### src/rtl/display_sequencer_pkg.sv
// Shared encodings for the output-select sequencer: mode/state codes, view codes
// and small helpers used by the sequencer and its debouncers.
package display_sequencer_pkg;

  localparam logic [1:0] MODE_MANUAL = 2'b00;
  localparam logic [1:0] MODE_RUN    = 2'b01;
  localparam logic [1:0] MODE_HOLD   = 2'b10;

  // View codes seen by the output mux (also used by the mux bench).
  localparam logic [1:0] SEL_SWITCHES = 2'b00;
  localparam logic [1:0] SEL_INSTR    = 2'b01;
  localparam logic [1:0] SEL_INDEX    = 2'b10;
  localparam logic [1:0] SEL_STAT_ACC = 2'b11;

  localparam logic [1:0] DIG_LO = 2'b01;
  localparam logic [1:0] DIG_HI = 2'b10;

  // State values double as the MODE LED code, so MODE is just the state register.
  typedef enum logic [1:0] {
    ST_MANUAL = MODE_MANUAL,
    ST_RUN    = MODE_RUN,
    ST_HOLD   = MODE_HOLD
  } state_t;

  function automatic logic [1:0] next_view(input logic [1:0] v);
    return v + 2'd1;
  endfunction

  function automatic int cnt_w(input int n);
    return (n > 1) ? $clog2(n) : 1;
  endfunction

endpackage

### src/rtl/display_sequencer_if.sv
// Board-side signal bundle of the display sequencer: switch/button inputs and
// mux select, mode LEDs and digit scan outputs.
interface display_sequencer_if;
  logic       SW18;
  logic       SW22;
  logic       AUTO;
  logic       PAUSE;
  logic       STEP;
  logic [1:0] SEL;
  logic [1:0] MODE;
  logic [1:0] DIGIT_EN;
  logic       DIGIT_SEL;

  modport master (
    output SW18, SW22, AUTO, PAUSE, STEP,
    input  SEL, MODE, DIGIT_EN, DIGIT_SEL
  );

  modport slave (
    input  SW18, SW22, AUTO, PAUSE, STEP,
    output SEL, MODE, DIGIT_EN, DIGIT_SEL
  );
endinterface

### src/rtl/display_sequencer_button_debounce.sv
// Push-button conditioner: 2-flop synchronizer, run-length debounce and a
// one-cycle pulse on each debounced rising edge.
module button_debounce
  import display_sequencer_pkg::*;
#(
  parameter int DEB_CYC = 16
) (
  input  logic CLK,
  input  logic RST,
  input  logic raw_i,
  output logic level_o,
  output logic rise_o
);

  localparam int CW = cnt_w(DEB_CYC);

  logic [1:0]    sync_q;
  logic [CW-1:0] cnt_q;
  logic          level_q;
  logic          rise_q;
  logic          raw_s;

  assign raw_s = sync_q[1];

  // Count consecutive disagreeing cycles; any agreement restarts the run.
  always_ff @(posedge CLK) begin
    if (RST) begin
      sync_q  <= '0;
      cnt_q   <= '0;
      level_q <= 1'b0;
      rise_q  <= 1'b0;
    end else begin
      sync_q <= {sync_q[0], raw_i};
      rise_q <= 1'b0;
      if (raw_s == level_q) begin
        cnt_q <= '0;
      end else if (cnt_q == CW'(DEB_CYC - 1)) begin
        level_q <= raw_s;
        cnt_q   <= '0;
        rise_q  <= raw_s;
      end else begin
        cnt_q <= cnt_q + CW'(1);
      end
    end
  end

  assign level_o = level_q;
  assign rise_o  = rise_q;

endmodule

### src/rtl/display_sequencer.sv
// Output-select sequencer: manual/auto-run/hold view selection for the board's
// display mux plus the free-running two-digit 7-segment scan.
module display_sequencer
  import display_sequencer_pkg::*;
#(
  parameter int DEB_CYC   = 16,
  parameter int DWELL_CYC = 1000,
  parameter int SCAN_DIV  = 50
) (
  input  logic                 CLK,
  input  logic                 RST,
  display_sequencer_if.slave   bus
);

  localparam int DW = cnt_w(DWELL_CYC);
  localparam int SW = cnt_w(SCAN_DIV);

  logic [1:0]    sw18_q, sw22_q, auto_q;
  logic          sw18_s, sw22_s, auto_s;
  logic          pause_p, step_p;
  state_t        state_q;
  logic [1:0]    sel_q;
  logic [DW-1:0] dwell_q;
  logic [SW-1:0] scan_q;
  logic [1:0]    de_q, de_d;
  logic          dsel_q;

  always_ff @(posedge CLK) begin
    if (RST) begin
      sw18_q <= '0;
      sw22_q <= '0;
      auto_q <= '0;
    end else begin
      sw18_q <= {sw18_q[0], bus.SW18};
      sw22_q <= {sw22_q[0], bus.SW22};
      auto_q <= {auto_q[0], bus.AUTO};
    end
  end

  assign sw18_s = sw18_q[1];
  assign sw22_s = sw22_q[1];
  assign auto_s = auto_q[1];

  button_debounce #(.DEB_CYC(DEB_CYC)) u_pause (
    .CLK     (CLK),
    .RST     (RST),
    .raw_i   (bus.PAUSE),
    .level_o (),
    .rise_o  (pause_p)
  );

  button_debounce #(.DEB_CYC(DEB_CYC)) u_step (
    .CLK     (CLK),
    .RST     (RST),
    .raw_i   (bus.STEP),
    .level_o (),
    .rise_o  (step_p)
  );

  // AUTO low wins over everything and snaps SEL back onto the switches at once.
  always_ff @(posedge CLK) begin
    if (RST) begin
      state_q <= ST_MANUAL;
      sel_q   <= SEL_SWITCHES;
      dwell_q <= '0;
    end else if (!auto_s) begin
      state_q <= ST_MANUAL;
      sel_q   <= {sw18_s, sw22_s};
      dwell_q <= '0;
    end else begin
      case (state_q)
        ST_MANUAL: begin
          state_q <= ST_RUN;
          dwell_q <= '0;
        end
        ST_RUN: begin
          if (pause_p) begin
            state_q <= ST_HOLD;
          end else if (dwell_q == DW'(DWELL_CYC - 1)) begin
            sel_q   <= next_view(sel_q);
            dwell_q <= '0;
          end else begin
            dwell_q <= dwell_q + DW'(1);
          end
        end
        ST_HOLD: begin
          if (pause_p) begin
            state_q <= ST_RUN;
            dwell_q <= '0;
          end else if (step_p) begin
            sel_q <= next_view(sel_q);
          end
        end
        default: begin
          state_q <= ST_MANUAL;
          dwell_q <= '0;
        end
      endcase
    end
  end

  // Rotating the one-hot pair keeps DIGIT_EN strictly 01/10.
  assign de_d = {de_q[0], de_q[1]};

  always_ff @(posedge CLK) begin
    if (RST) begin
      scan_q <= '0;
      de_q   <= DIG_LO;
      dsel_q <= 1'b0;
    end else if (scan_q == SW'(SCAN_DIV - 1)) begin
      scan_q <= '0;
      de_q   <= de_d;
      dsel_q <= de_d[1];
    end else begin
      scan_q <= scan_q + SW'(1);
    end
  end

  assign bus.SEL       = sel_q;
  assign bus.MODE      = state_q;
  assign bus.DIGIT_EN  = de_q;
  assign bus.DIGIT_SEL = dsel_q;

endmodule

### src/flat_wrapper.sv
// flat-port wrapper written by rule: the top's interface ports become plain ports
module display_sequencer_flat import display_sequencer_pkg::*;
#(
  parameter int DEB_CYC   = 16,
  parameter int DWELL_CYC = 1000,
  parameter int SCAN_DIV  = 50
)
  (CLK, RST, bus_SW18, bus_SW22, bus_AUTO, bus_PAUSE, bus_STEP, bus_SEL, bus_MODE, bus_DIGIT_EN, bus_DIGIT_SEL);
  display_sequencer_if bus_i ();
  input  logic CLK;
  input  logic RST;
  input wire logic [$bits(bus_i.SW18)-1:0] bus_SW18;
  input wire logic [$bits(bus_i.SW22)-1:0] bus_SW22;
  input wire logic [$bits(bus_i.AUTO)-1:0] bus_AUTO;
  input wire logic [$bits(bus_i.PAUSE)-1:0] bus_PAUSE;
  input wire logic [$bits(bus_i.STEP)-1:0] bus_STEP;
  output wire logic [$bits(bus_i.SEL)-1:0] bus_SEL;
  output wire logic [$bits(bus_i.MODE)-1:0] bus_MODE;
  output wire logic [$bits(bus_i.DIGIT_EN)-1:0] bus_DIGIT_EN;
  output wire logic [$bits(bus_i.DIGIT_SEL)-1:0] bus_DIGIT_SEL;
  assign bus_i.SW18 = bus_SW18;
  assign bus_i.SW22 = bus_SW22;
  assign bus_i.AUTO = bus_AUTO;
  assign bus_i.PAUSE = bus_PAUSE;
  assign bus_i.STEP = bus_STEP;
  assign bus_SEL = bus_i.SEL;
  assign bus_MODE = bus_i.MODE;
  assign bus_DIGIT_EN = bus_i.DIGIT_EN;
  assign bus_DIGIT_SEL = bus_i.DIGIT_SEL;
  display_sequencer #(.DEB_CYC(DEB_CYC), .DWELL_CYC(DWELL_CYC), .SCAN_DIV(SCAN_DIV)) u_core (.CLK(CLK), .RST(RST), .bus(bus_i));
endmodule
### config.mk
export PLATFORM = sky130hd
export DESIGN_NAME = display_sequencer_flat
export DESIGN_NICKNAME = d
export VERILOG_FILES = /design/src/rtl/display_sequencer_pkg.sv /design/src/rtl/display_sequencer_if.sv /design/src/rtl/display_sequencer_button_debounce.sv /design/src/rtl/display_sequencer.sv /design/src/flat_wrapper.sv
export SDC_FILE = /design/constraint.sdc
export NUM_CORES = 1
export LEC_CHECK = 0
export BUFFER_PORTS_ARGS = -buffer_cell sky130_fd_sc_hd__buf_2
export CAP_MARGIN = 20
export CORE_UTILIZATION = 44
export DETAILED_ROUTE_END_ITERATION = 12
export PLACE_DENSITY = 0.6
export SKIP_CTS_REPAIR_TIMING = 1
export SYNTH_ARGS = -nofsm -noshare
export SYNTH_HDL_FRONTEND = slang
export SYNTH_HIERARCHICAL = 1
export SYNTH_SLANG_ARGS = --single-unit
### constraint.sdc
create_clock -name CLK -period 1.55 [get_ports CLK]
set_input_delay 0.3875 -clock CLK [delete_from_list [all_inputs] [get_ports CLK]]
set_output_delay 0.3875 -clock CLK [all_outputs]
set_load 0.02 [all_outputs]
==> results.cfg <==
[sta]
max_freq_mhz = 637
period_needed_ns = 1.57
finalWorstSetupSlack_ns = -0.0187
rsz0062_at_grt = true
period_share_pct = 101
tightest_slew_ns = 0.289
slew_viol_final = 0
relSlewSlack_pct = 80.7
final-setup-viol-count = 1
hold_viol = 0
fin_skew_ns = 0.00541

[routing]
post_drt_wl_per_cell_um = 13.0
drt_iter0_markers = 52
viasPerCell = 5.26
vias = 1420
drc = 0
drtPass1Iterations = 4
ant_nets = 0
routed_wl_mm = 3.51

[die]
dieArea_sq_mm = 0.00444
initial_core_util_pct = 45.9
core_area_sq_mm = 0.00400
pin_count = 14
row_count = 23
die_w_um = 66.6
die_h_um = 66.6

[global_route]
track_usage_pct = 17.5
grt_max_degree = 18
grt_first_pass_wirelength_mm = 5.83
grt_pass1_vias = 1349
grt_overflow = 0
antenna_found_initial = 0

[worst_setup_path]
required_ns = 1.72
crit_arrival_ns = 1.74
end_kind = flop
critPathLaunchType = flop
crit_type = flop to flop
cp_max_fo = 8

[logic_synthesis]
synth-edff-count = 0
yosys.area.top_type = dfxtp_1
syn-instance-count = 189
synth_area_leaders = dfxtp_1 (48%), xor2_1 (5.7%), nor2_1 (5.3%)
synth_fp_nets = 201
yosysSeqAreaShare_pct = 47.9
synth_most_common_cell = dfxtp_1
synth_cell_types = 45
syn_area_sq_mm = 0.00184
syn_area_per_cell_sq_um = 9.72
ys_seq_elements = 44
synth-main-ff-cell = dfxtp_1
async_reset_ff_share_pct = 0
yosys-top-cells-count = dfxtp_1 (44), nor2_1 (26), nor2b_1 (13)
synth_warnings = 6
synth_top_area_share_pct = 47.9

[power]
combPwrFrac_pct = 3.8
power_frac_seq_pct = 59.5
p_clk_share_pct = 36.7
power.switching_fraction_pct = 21.2
ir_drop_mv = 0.596
p_per_area_mw_per_mm2 = 886
p_sw_mw = 0.416
internal-power_mw = 1.54
power_leakage_nw = 0.886

[clock_network]
clk_path_buf_depth = 2
clockRootBuffer = clkbuf_8
h-tree-depth = 2
numCtsBuffers = 5
clock-sinks = 44
clock_latency_ns = 0.29
cts.clk_slew.worst_paths_ns = 0.08
cts_tree = yes

[run]
maxCapViolations = 0

[final_layout]
layout-drive-gt1-share_pct = 28.2
fin_util_pct = 55.2
n_fill_cell = 365
syn2layout_area_growth_pct = 20.2
antenna_cells = 0
final_cells = 270
num-nets-final = 231

[placement]
dp_hpwl_mm = 2.50
dpl.cell_count = 262
globalplace.congestion = 0.905
post-place-ws_ns = -0.0141
io_buffers = 13

[worst_hold_path]
min_path_type = input port to flop

[outcome]
violations = setup timing
status = finished with violations
through the flow:
step	hold WS [ns]	total power [mW]	instance area [sq um]	TNS, ns
3_5_place_dp	0.429	1.27	2060	-0.0142
3_3_place_gp	0.416	1.26	2060	0
6_report	0.300	1.96	2210	-0.0187
5_1_grt	0.302	2.04	2210	-0.153
2_1_floorplan	0.414	1.24	1850	0
4_1_cts	0.291	1.99	2150	-0.0801
kinds of logic after synthesis:
logic type                 share of synthesized area, %
DFF                                                47.9
buffers and inverters                              1.84
AOI/OAI and AO/OA                                  7.97
and+or+nand+nor                                    30.0
muxes                                              2.18
adders and majority gates                          3.40
xor gates and xnor gates                           6.67
state kept, by name, indices dropped and copies added, names as in the netlist:
name and count:
u_core/auto_q 2, u_core/bus.DIGIT_EN 2, u_core/u_pause/cnt_q 4, u_core/u_step/level_o 1, u_core/dwell_q 10, u_core/sw22_q 2
u_core/scan_q 6, u_core/bus.MODE 2, u_core/u_pause/sync_q 2, u_core/u_pause/level_o 1, u_core/sw18_q 2, u_core/u_step/sync_q 2
u_core/u_pause/rise_o 1, u_core/bus.SEL 2, u_core/u_step/rise_o 1, u_core/u_step/cnt_q 4
worst max-delay path, stage by stage (launching register included):
cell	delay, ns
dfxtp_2	0.36
nand2b_4	0.15
or3b_4	0.41
and3_1	0.17
or3_1	0.35
path summary, 6_finish.rpt:
| check | from | to | slack (ns) | cells past startpoint |
|---|---|---|---|---|
| worst max-delay path | u_core/bus.MODE[0] | u_core/bus.SEL[1] | -0.02 | 4 |
| worst min-delay path | bus_PAUSE | u_core/u_pause/sync_q[0] | 0.30 | 2 |
| worst max register to register | u_core/bus.MODE[0] | u_core/bus.SEL[1] | -0.02 | 4 |
| worst min register to register | u_core/sw18_q[0] | u_core/sw18_q[1] | 0.44 | 1 |
layout by cell type, fill, tap and decap left out, types with 3 or more instances in the layout:
cell / n
inv_1: 4
buf_4: 14
nand3b_1: 4
buf_2: 13
nor2b_1: 13
mux2i_1: 4
a31oi_1: 3
nand2_1: 8
nand3_1: 11
xor2_1: 12
ha_1: 4
dfxtp_2: 7
clkbuf_8: 6
and3_1: 4
a21oi_1: 4
nor2_1: 26
dfxtp_1: 35
layer usage:
metal	track usage, %	routed length [um]
met5	0	0
met4	7.98	53
met3	4.79	154
met2	28.2	1650
met1	21.6	1660
area by class of cell:
type | count | area (sq um) | area share (%)
Timing Repair Buffer | 27 | 170 | 7.70
Inverter | 4 | 15.0 | 0.680
Sequential cell | 44 | 897 | 40.6
Clock inverter | 2 | 10.0 | 0.453
Tap cell | 50 | 62.6 | 2.83
Multi-Input combinational cell | 137 | 972 | 44.0
Clock buffer | 6 | 82.6 | 3.74
power groups by stage:
stage,clock (mW),combinational (mW),sequential (mW)
global placement,0,0.0713,1.19
global route,0.791,0.0854,1.17
CTS,0.748,0.0743,1.17
detailed placement,0,0.0738,1.19
floorplan,0,0.0418,1.20
finish,0.718,0.0750,1.17
Note: power is estimated with default switching activity, not from simulation.
